`src/rtl/conv_mac_ctrl.sv`:
```
// -----------------------------------------------------------------------------
// conv_mac_ctrl
//   Tile sequencer for the 27-lane MAC datapath of layer0. Issues one buffer
//   read per accepted slot (linear address pix*num_grp + grp). It accumulates
//   the returned MAC group sums per output pixel and adds the tile bias. The
//   result is requantized with an arithmetic right shift, then ReLU and
//   saturation give one unsigned 8-bit activation per pixel.
//
//   Optional build macro: CONV_MAC_CTRL_ROUND_EN
//     defined   -> round-half-up before the requantization shift
//     undefined -> truncating (floor) arithmetic shift
//
//   Ports
//     clk, rstn        clock, asynchronous active-low reset
//     start            one-cycle tile start, honoured only when idle
//     cfg_num_grp      groups of 27 products per output pixel
//     cfg_num_pix      output pixels in the tile
//     cfg_bias         signed bias added to every pixel
//     cfg_shift        requantization right shift
//     buf_rdy          buffers accept a read this cycle
//     rd_en, rd_addr   registered buffer read strobe and linear address
//     mac_vld_i        MAC input valid (rd_en delayed by the 1-cycle read)
//     mac_acc          MAC group sum (signed, MAC_W bits)
//     mac_vld_o        MAC group sum valid
//     o_vld, o_data    output activation strobe and value
//     busy             tile in progress
//     done             one-cycle pulse at tile completion
// -----------------------------------------------------------------------------
module conv_mac_ctrl #(
    parameter int ADDR_W = 24,
    parameter int ACC_W  = 32,
    parameter int MAC_W  = 21
) (
    input  logic              clk,
    input  logic              rstn,
    input  logic              start,
    input  logic [7:0]        cfg_num_grp,
    input  logic [15:0]       cfg_num_pix,
    input  logic [15:0]       cfg_bias,
    input  logic [4:0]        cfg_shift,
    input  logic              buf_rdy,
    output logic              rd_en,
    output logic [ADDR_W-1:0] rd_addr,
    output logic              mac_vld_i,
    input  logic [MAC_W-1:0]  mac_acc,
    input  logic              mac_vld_o,
    output logic              o_vld,
    output logic [7:0]        o_data,
    output logic              busy,
    output logic              done
);

    // Read/return counters must hold num_grp * num_pix (8 + 16 bits).
    localparam int CNT_W = 24;

    localparam logic signed [ACC_W-1:0] ACC_ZERO = {ACC_W{1'b0}};
    localparam logic signed [ACC_W-1:0] ACC_ONE  = {{(ACC_W-1){1'b0}}, 1'b1};

    typedef enum logic [1:0] {
        ST_IDLE  = 2'd0,
        ST_RUN   = 2'd1,
        ST_DRAIN = 2'd2,
        ST_DONE  = 2'd3
    } state_t;

    // ReLU followed by saturation to the unsigned 8-bit range.
    function automatic logic [7:0] relu_sat_u8(input logic signed [ACC_W-1:0] v);
        logic [7:0] r;
        if (v[ACC_W-1]) begin
            r = 8'd0;
        end else if (|v[ACC_W-2:8]) begin
            r = 8'hFF;
        end else begin
            r = v[7:0];
        end
        return r;
    endfunction

    state_t                   state_q, state_d;
    logic [7:0]               grp_cfg_q, grp_cfg_d;
    logic signed [15:0]       bias_q, bias_d;
    logic [4:0]               shift_q, shift_d;
    logic [CNT_W-1:0]         total_q, total_d;
    logic [CNT_W-1:0]         issue_q, issue_d;
    logic [CNT_W-1:0]         ret_q, ret_d;
    logic [7:0]               grp_cnt_q, grp_cnt_d;
    logic signed [ACC_W-1:0]  acc_q, acc_d;
    logic [ADDR_W-1:0]        addr_cnt_q, addr_cnt_d;
    logic [ADDR_W-1:0]        rd_addr_q, rd_addr_d;
    logic                     rd_en_q, rd_en_d;
    logic                     mac_vld_i_q, mac_vld_i_d;
    logic                     o_vld_q, o_vld_d;
    logic [7:0]               o_data_q, o_data_d;
    logic                     busy_q, busy_d;
    logic                     done_q, done_d;

    logic                     active_s;
    logic                     issue_s;
    logic                     last_issue_s;
    logic                     ret_s;
    logic                     last_grp_s;
    logic [CNT_W-1:0]         tile_len_s;
    logic signed [ACC_W-1:0]  mac_ext_s;
    logic signed [ACC_W-1:0]  bias_ext_s;
    logic signed [ACC_W-1:0]  acc_sum_s;
    logic signed [ACC_W-1:0]  round_s;
    logic signed [ACC_W-1:0]  pre_s;
    logic signed [ACC_W-1:0]  shr_s;

    assign active_s     = (state_q == ST_RUN) || (state_q == ST_DRAIN);
    assign issue_s      = (state_q == ST_RUN) && buf_rdy && (issue_q != total_q);
    assign last_issue_s = issue_s && ((issue_q + 24'd1) == total_q);
    // Returns are only meaningful inside a tile; stray strobes while idle are dropped.
    assign ret_s        = active_s && mac_vld_o;
    assign last_grp_s   = (grp_cnt_q == (grp_cfg_q - 8'd1));
    assign tile_len_s   = CNT_W'(cfg_num_grp) * CNT_W'(cfg_num_pix);

    assign mac_ext_s  = {{(ACC_W-MAC_W){mac_acc[MAC_W-1]}}, mac_acc};
    assign bias_ext_s = {{(ACC_W-16){bias_q[15]}}, bias_q};
    // First group of a pixel restarts the sum instead of adding to the stale one.
    assign acc_sum_s  = (grp_cnt_q == 8'd0) ? mac_ext_s : (acc_q + mac_ext_s);

`ifdef CONV_MAC_CTRL_ROUND_EN
    assign round_s = (shift_q != 5'd0) ? (ACC_ONE << (shift_q - 5'd1)) : ACC_ZERO;
`else
    assign round_s = ACC_ZERO;
`endif

    assign pre_s = acc_sum_s + bias_ext_s + round_s;
    assign shr_s = pre_s >>> shift_q;

    // Next-state logic of the tile sequencer.
    always_comb begin
        state_d = state_q;
        case (state_q)
            ST_IDLE: begin
                if (start) begin
                    if ((cfg_num_grp == 8'd0) || (cfg_num_pix == 16'd0)) begin
                        state_d = ST_DONE;
                    end else begin
                        state_d = ST_RUN;
                    end
                end else begin
                    state_d = ST_IDLE;
                end
            end
            ST_RUN: begin
                if (last_issue_s) begin
                    state_d = ST_DRAIN;
                end else begin
                    state_d = ST_RUN;
                end
            end
            ST_DRAIN: begin
                // o_vld_q high with all returns counted means the final pixel is out.
                if ((ret_q == total_q) && o_vld_q) begin
                    state_d = ST_DONE;
                end else begin
                    state_d = ST_DRAIN;
                end
            end
            ST_DONE: begin
                state_d = ST_IDLE;
            end
            default: begin
                state_d = ST_IDLE;
            end
        endcase
    end

    // Datapath next-state: config latch, read issue, accumulation and finalize.
    always_comb begin
        grp_cfg_d   = grp_cfg_q;
        bias_d      = bias_q;
        shift_d     = shift_q;
        total_d     = total_q;
        issue_d     = issue_q;
        ret_d       = ret_q;
        grp_cnt_d   = grp_cnt_q;
        acc_d       = acc_q;
        addr_cnt_d  = addr_cnt_q;
        rd_addr_d   = rd_addr_q;
        rd_en_d     = 1'b0;
        mac_vld_i_d = rd_en_q;
        o_vld_d     = 1'b0;
        o_data_d    = o_data_q;

        if ((state_q == ST_IDLE) && start) begin
            grp_cfg_d  = cfg_num_grp;
            bias_d     = cfg_bias;
            shift_d    = cfg_shift;
            total_d    = tile_len_s;
            issue_d    = {CNT_W{1'b0}};
            ret_d      = {CNT_W{1'b0}};
            grp_cnt_d  = 8'd0;
            addr_cnt_d = {ADDR_W{1'b0}};
        end else begin
            grp_cfg_d  = grp_cfg_q;
        end

        if (issue_s) begin
            rd_en_d    = 1'b1;
            rd_addr_d  = addr_cnt_q;
            addr_cnt_d = addr_cnt_q + {{(ADDR_W-1){1'b0}}, 1'b1};
            issue_d    = issue_q + 24'd1;
        end else begin
            rd_en_d    = 1'b0;
        end

        if (ret_s) begin
            ret_d = ret_q + 24'd1;
            acc_d = acc_sum_s;
            if (last_grp_s) begin
                grp_cnt_d = 8'd0;
                o_vld_d   = 1'b1;
                o_data_d  = relu_sat_u8(shr_s);
            end else begin
                grp_cnt_d = grp_cnt_q + 8'd1;
            end
        end else begin
            acc_d = acc_q;
        end

        busy_d = (state_d == ST_RUN) || (state_d == ST_DRAIN);
        done_d = (state_d == ST_DONE);
    end

    // State and datapath registers.
    always_ff @(posedge clk or negedge rstn) begin
        if (!rstn) begin
            state_q     <= ST_IDLE;
            grp_cfg_q   <= 8'd0;
            bias_q      <= 16'sd0;
            shift_q     <= 5'd0;
            total_q     <= {CNT_W{1'b0}};
            issue_q     <= {CNT_W{1'b0}};
            ret_q       <= {CNT_W{1'b0}};
            grp_cnt_q   <= 8'd0;
            acc_q       <= ACC_ZERO;
            addr_cnt_q  <= {ADDR_W{1'b0}};
            rd_addr_q   <= {ADDR_W{1'b0}};
            rd_en_q     <= 1'b0;
            mac_vld_i_q <= 1'b0;
            o_vld_q     <= 1'b0;
            o_data_q    <= 8'd0;
            busy_q      <= 1'b0;
            done_q      <= 1'b0;
        end else begin
            state_q     <= state_d;
            grp_cfg_q   <= grp_cfg_d;
            bias_q      <= bias_d;
            shift_q     <= shift_d;
            total_q     <= total_d;
            issue_q     <= issue_d;
            ret_q       <= ret_d;
            grp_cnt_q   <= grp_cnt_d;
            acc_q       <= acc_d;
            addr_cnt_q  <= addr_cnt_d;
            rd_addr_q   <= rd_addr_d;
            rd_en_q     <= rd_en_d;
            mac_vld_i_q <= mac_vld_i_d;
            o_vld_q     <= o_vld_d;
            o_data_q    <= o_data_d;
            busy_q      <= busy_d;
            done_q      <= done_d;
        end
    end

    assign rd_en     = rd_en_q;
    assign rd_addr   = rd_addr_q;
    assign mac_vld_i = mac_vld_i_q;
    assign o_vld     = o_vld_q;
    assign o_data    = o_data_q;
    assign busy      = busy_q;
    assign done      = done_q;

endmodule
```
`config.mk`:
```
export PLATFORM = sky130hd
export DESIGN_NAME = conv_mac_ctrl
export DESIGN_NICKNAME = d
export VERILOG_FILES = /design/src/rtl/conv_mac_ctrl.sv
export SDC_FILE = /design/constraint.sdc
export NUM_CORES = 1
export LEC_CHECK = 0
export BUFFER_PORTS_ARGS = -buffer_cell sky130_fd_sc_hd__clkbuf_2
export CAP_MARGIN = 20
export CORE_MARGIN = 4
export CORE_UTILIZATION = 40
export CTS_BUF_LIST = sky130_fd_sc_hd__clkbuf_4
export DETAILED_ROUTE_END_ITERATION = 12
export GPL_TIMING_DRIVEN = 0
export PLACE_DENSITY_LB_ADDON = 0.05
export SYNTH_ARGS = -nofsm -noshare
export SYNTH_HDL_FRONTEND = slang
export SYNTH_SLANG_ARGS = --single-unit
```
`constraint.sdc`:
```
create_clock -name clk -period 19.9 [get_ports clk]
set_input_delay 3.98 -clock clk [delete_from_list [all_inputs] [get_ports clk]]
set_output_delay 3.98 -clock clk [all_outputs]
set_load 0.03 [all_outputs]
```
# After elaboration in Yosys (flattened, before gate mapping)
# Cells that the tools add are included.
[totals] out_inout_bits=37 elab_cells=71 register_bits=204 in_bits=71
[classes] n_eq_ne=10 n_mux=18 shifts=1 mul=1 reduce_logical=17 add_sub_neg=7
[op_table] operator="24-bit two-way mux" n=4
[op_table] operator="24-bit by 1-bit adder with 24-bit output (second input constant)" n=3
[op_table] operator="24-bit == test" n=2
[op_table] operator="8-bit two-way mux" n=5
[op_table] operator="32-bit by 16-bit adder with 32-bit output" n=1
[op_table] operator="32-bit by 21-bit adder with 32-bit output" n=1
[op_table] operator="32-bit two-way mux" n=1
[op_table] operator="32-bit by 5-bit >>> shifter with 32-bit output" n=1
[op_table] operator="8-bit by 16-bit multiplier with 24-bit output" n=1
[op_table] operator="24-bit != test" n=1
[op_table] operator="23-bit OR reduction" n=1
[op_table] operator="16-bit logical NOT" n=1
[op_table] operator="8-bit logical NOT" n=2
[op_table] operator="8-bit by 1-bit adder with 8-bit output (second input constant)" n=1
[op_table] operator="2-bit == test (second input constant)" n=4
[op_table] operator="8-bit == test" n=1
[op_table] operator="2-bit case mux with 4 select lines" n=1
[op_table] operator="8-bit by 1-bit subtractor with 8-bit output (second input constant)" n=1
[op_table] operator="1-bit logical AND" n=6
[op_table] operator="2-bit two-way mux" n=3
[op_table] operator="2-bit by 1-bit == test with 1-bit output (second input constant)" n=2
[op_table] operator="1-bit two-way mux" n=4
[op_table] operator="2-bit nonzero test" n=2
[op_table] operator="1-bit logical OR" n=3
[op_table] operator="other kinds (2)" n=2

# Logic depth before layout (Yosys ltp)
[depth] depth_word=8 depth_mapped=30 depth_no_buf=28

# Worst setup path after synthesis
# OpenSTA, ideal clock, no wires.
[synth_path] path_type="in2reg" start="input port mac_acc[0]" end="register o_data_q[3] (netlist: o_data[3])" stages=29 arrival_ns=10.072 required_ns=19.770 n_path_buf=1 setup_time_ns=0.130 setup_slack_ns=9.698 path_cell_list="ha_1 > fa_1 > a21o_1 > a21oi_1 > o21bai_1 > a21oi_1 > o21bai_1 > a211oi_1 > o21ai_0 > a21oi_1 > o21bai_1 > a21oi_1 > xor2_1 > a21oi_1 > ha_1 > buf_2 > a211oi_1 > o211ai_1 > a21oi_1 > mux2_2 > nor4b_1 > nand4_1 > mux2_1 > mux2_2 > a211o_1 > a211oi_2 > o211ai_4 > a221oi_4 > a21oi_1"
[synth_between] elab_chain_cells=7
[synth_lines] item="start, declared" line_no="45" source="input logic [MAC_W-1:0] mac_acc,"
[synth_lines] item="32-bit by 21-bit adder with 32-bit output *" line_no="121" source="assign acc_sum_s = (grp_cnt_q == 8'd0) ? mac_ext_s : (acc_q + mac_ext_s);"
[synth_lines] item="32-bit two-way mux *" line_no="121"
[synth_lines] item="net acc_sum_s[16]" line_no="105" source="logic signed [ACC_W-1:0] acc_sum_s;"
[synth_lines] item="32-bit by 16-bit adder with 32-bit output *" line_no="129" source="assign pre_s = acc_sum_s + bias_ext_s + round_s;"
[synth_lines] item="32-bit by 5-bit >>> shifter with 32-bit output *" line_no="130" source="assign shr_s = pre_s >>> shift_q;"
[synth_lines] item="23-bit OR reduction" line_no="71" source="end else if (|v[ACC_W-2:8]) begin"
[synth_lines] item="8-bit two-way mux" line_no="71"
[synth_lines] item="8-bit two-way mux *" line_no="69" source="if (v[ACC_W-1]) begin"
[synth_lines] item="end signal, assigned" line_no="263" source="o_data_q <= o_data_d;"
[synth_lines] item="end, declared" line_no="93" source="logic [7:0] o_data_q, o_data_d;"
# The timed path passes the listed nets; every way through them passes the cells marked *.
# A chain may end at the register's enable or synchronous reset.

# Final worst setup path
[layout_path] start="input port mac_acc[0]" end="register o_data_q[4] (netlist: o_data[4])"
# The elaborated chain is that of the path after synthesis.

==> impl_metrics.json <==
{
  "fin_worst_skew_ns": 0.07117,
  "maxSlewViolCount": 0,
  "overflow": 0,
  "clk_pin_slew_ns": 0.06,
  "netlist_area_sq_mm": 0.01940,
  "worst_slack_ns": 8.842,
  "antenna_found_initial": 2,
  "syn_inst": 2326,
  "outcome": "complete, no violations",
  "multi_input_area_sq_mm": 0.01335,
  "hold_class": "flip-flop to flip-flop",
  "avgSynthCellArea_sq_um": 8.341,
  "worst_pin_slew_ns": 1.019,
  "criticalPathCategory": "primary input to flip-flop",
  "synth_top_area_share_pct": 26.31,
  "cts_tree": "built",
  "ios": 108,
  "synth_flop_cell": "dfrtp_1",
  "fill_cells": 4857,
  "yosysMostFrequentCell": "nand2_1",
  "portBuffers": 90,
  "finalSetupTns_ns": 0,
  "avgRoutedWirePerCell_um": 18.72,
  "synth-seq-cells": 204,
  "grt_start_max_net_pins": 101,
  "die_w_um": 228.2,
  "dr.pass1.iters": 7,
  "place_congestion": 0.9031,
  "crit_arrival_ns": 11.64,
  "crit_slowest_cell": "a211oi_1",
  "cp-end-kind": "flip-flop",
  "drive_above_1_share_pct": 11.41,
  "synth.area.top_cells": "dfrtp_1 (26%), fa_1 (8.9%), ha_1 (7.5%)",
  "clk_latency_ns": 0.79,
  "htree_levels": 3,
  "fmax_ghz": 0.09043,
  "start_kind": "primary input",
  "yosys.area.top_type": "dfrtp_1",
  "cap_violations": 0,
  "post-dp-hpwl_mm": 45.58,
  "cp_data_required_time_ns": 20.48,
  "cts_sinks": 204,
  "num_rows": 80,
  "yosysWarnings": 0,
  "max_stage_delay_ns": 0.49,
  "final_cell_count_no_fill": 3150,
  "wirelength_mm": 58.97,
  "postSynthNetCount": 2600,
  "dp_cells": 3033,
  "area_growth_syn_to_layout_pct": 10.88,
  "cts_hold_buf": 0,
  "hold_viol": 0,
  "hold_depth": 0,
  "setup_violations": 0,
  "core-area_sq_mm": 0.04785,
  "drt_iter0_drc": 1302,
  "slew_headroom_pct": 30.30,
  "register_area_sq_mm": 0.005105,
  "ant_nets": 0,
  "first_global_vias": 17584,
  "routed_via_density": 5.576,
  "cts_root_buf": "clkbuf_4",
  "rsz0062_at_grt": "no",
  "grt_pass1_wl_mm": 96.61,
  "cp_max_fo": 10,
  "numCtsBuffers": 66,
  "drc": 0,
  "die_area_sq_mm": 0.05209,
  "cp_common_cell": "a21oi_1",
  "dp_worst_setup_slack_ns": 8.201,
  "vias": 17563,
  "start_util_pct": 40.55,
  "clockBufferDepth": 3,
  "cts_resized": 0,
  "synth_edf_count": 0,
  "reg2reg_depth": 29,
  "synth_common_cells": "nand2_1 (386), dfrtp_1 (204), o21ai_0 (177)",
  "synthArstFlopShare_pct": 100.0,
  "fin_crit_sh_pct": 55.57,
  "yosysUniqueCellTypes": 84,
  "fin_util_pct": 44.96,
  "post-cts-setup-buffer-count": 0,
  "synth-seq-area-share_pct": 26.31,
  "grt_util_all_layers_pct": 22.66,
  "fin_nets": 2760,
  "die_h_um": 228.2,
  "fin_crit_ns": 11.06
}
==> cells by family (layout without fill, tap and decap cells) <==
kind of cell             after synthesis  count (layout)  synth area share (%)
XOR/XNOR                             144             144                 6.501
flip-flops                           204             204                 26.31
other                                  0               2                     0
AND/OR/NAND/NOR                      876             876                 21.38
buffers and inverters                249             456                 4.875
AO/OA/AOI/OAI                        557             557                 18.81
multiplexers                          93              93                 5.707
adder cells (fa/ha/maj)              203             203                 16.42
==> layout by cell type, fill, tap and decap left out, drive strengths merged, types with 18 or more instances in the layout <==
master and instances:
o211ai 28, nand3 81, nor2 118, mux2i 33
xor2 73, a31oi 21, a21oi 112, dfrtp 204
nand2 386, o31ai 29, nand2b 18, buf 30
and2 81, nor4 23, a21o 38, nor3 33
clkbuf 282, inv 125, nand4 37, mux2 51
and3 39, ha 117, o21ai 186, xnor2 71
fa 86, a211oi 22
==> per-stage QoR <==
step	hold WS (ns)	instance area, sq um
finish	0.3763	21510
global route	0.3956	21510
CTS	0.3774	21510
detailed placement	0.3631	20680
global placement	0.3598	20620
floorplan	0.4498	19400
==> cell type report <==
cell class              count  area share [%]
diodes                      2         0.02327
plain buffers             126           2.251
clock buffers              94           3.280
clock inverters            21          0.5409
inverters                 123           2.146
multi-input cells        1873           62.06
flip-flops and latches    204           23.73
well taps                 615           3.577
repair buffers             92           2.391
==> worst max-delay path, delay by kind of cell <==
| family | cells | cell delay, ns |
|---|---|---|
| adder cells (fa/ha/maj) | 3 | 0.94 |
| AND/OR/NAND/NOR | 3 | 1.03 |
| AO/OA/AOI/OAI | 18 | 4.34 |
| XOR/XNOR | 1 | 0.09 |
| buffers and inverters | 2 | 0.28 |
| multiplexers | 3 | 1.02 |
==> final timing paths <==
path,from,slack [ns],end
max,mac_acc[0],8.84,o_data[4]$_DFFE_PN0P_
min,rd_en$_DFF_PN0_,0.38,mac_vld_i$_DFF_PN0_
max reg2reg,acc_q[0]$_DFFE_PN0P_,11.77,o_data[4]$_DFFE_PN0P_
min reg2reg,rd_en$_DFF_PN0_,0.38,mac_vld_i$_DFF_PN0_
max in group asynchronous,rstn,15.62,ret_q[23]$_DFFE_PN0P_
min in group asynchronous,rstn,3.05,o_data[0]$_DFFE_PN0P_
==> flip-flops by register name, summed over array words and instances (netlist names) <==
register / count
acc_q: 32
addr_cnt_q: 24
bias_q: 16
busy: 1
done: 1
grp_cfg_q: 8
grp_cnt_q: 8
issue_q: 24
mac_vld_i: 1
o_data: 8
o_vld: 1
rd_addr: 24
rd_en: 1
ret_q: 24
shift_q: 5
state_q: 2
total_q: 24
==> metal layers <==
| layer | routed length (um) | part of all wire, % | vias to the layer above | GRT usage, % |
|---|---|---|---|---|
| met5 | 0 | 0 | - | 0 |
| met4 | 1600 | 2.7 | 0 | 7.692 |
| met3 | 2914 | 4.9 | 97 | 3.418 |
| met1 | 30150 | 51 | 8473 | 34.57 |
| met2 | 24310 | 41 | 440 | 32.60 |
| li1 | - | - | 8553 | - |
Power is not shown: default switching activity piles up to over one toggle a cycle in this logic, so the estimate is an artifact.
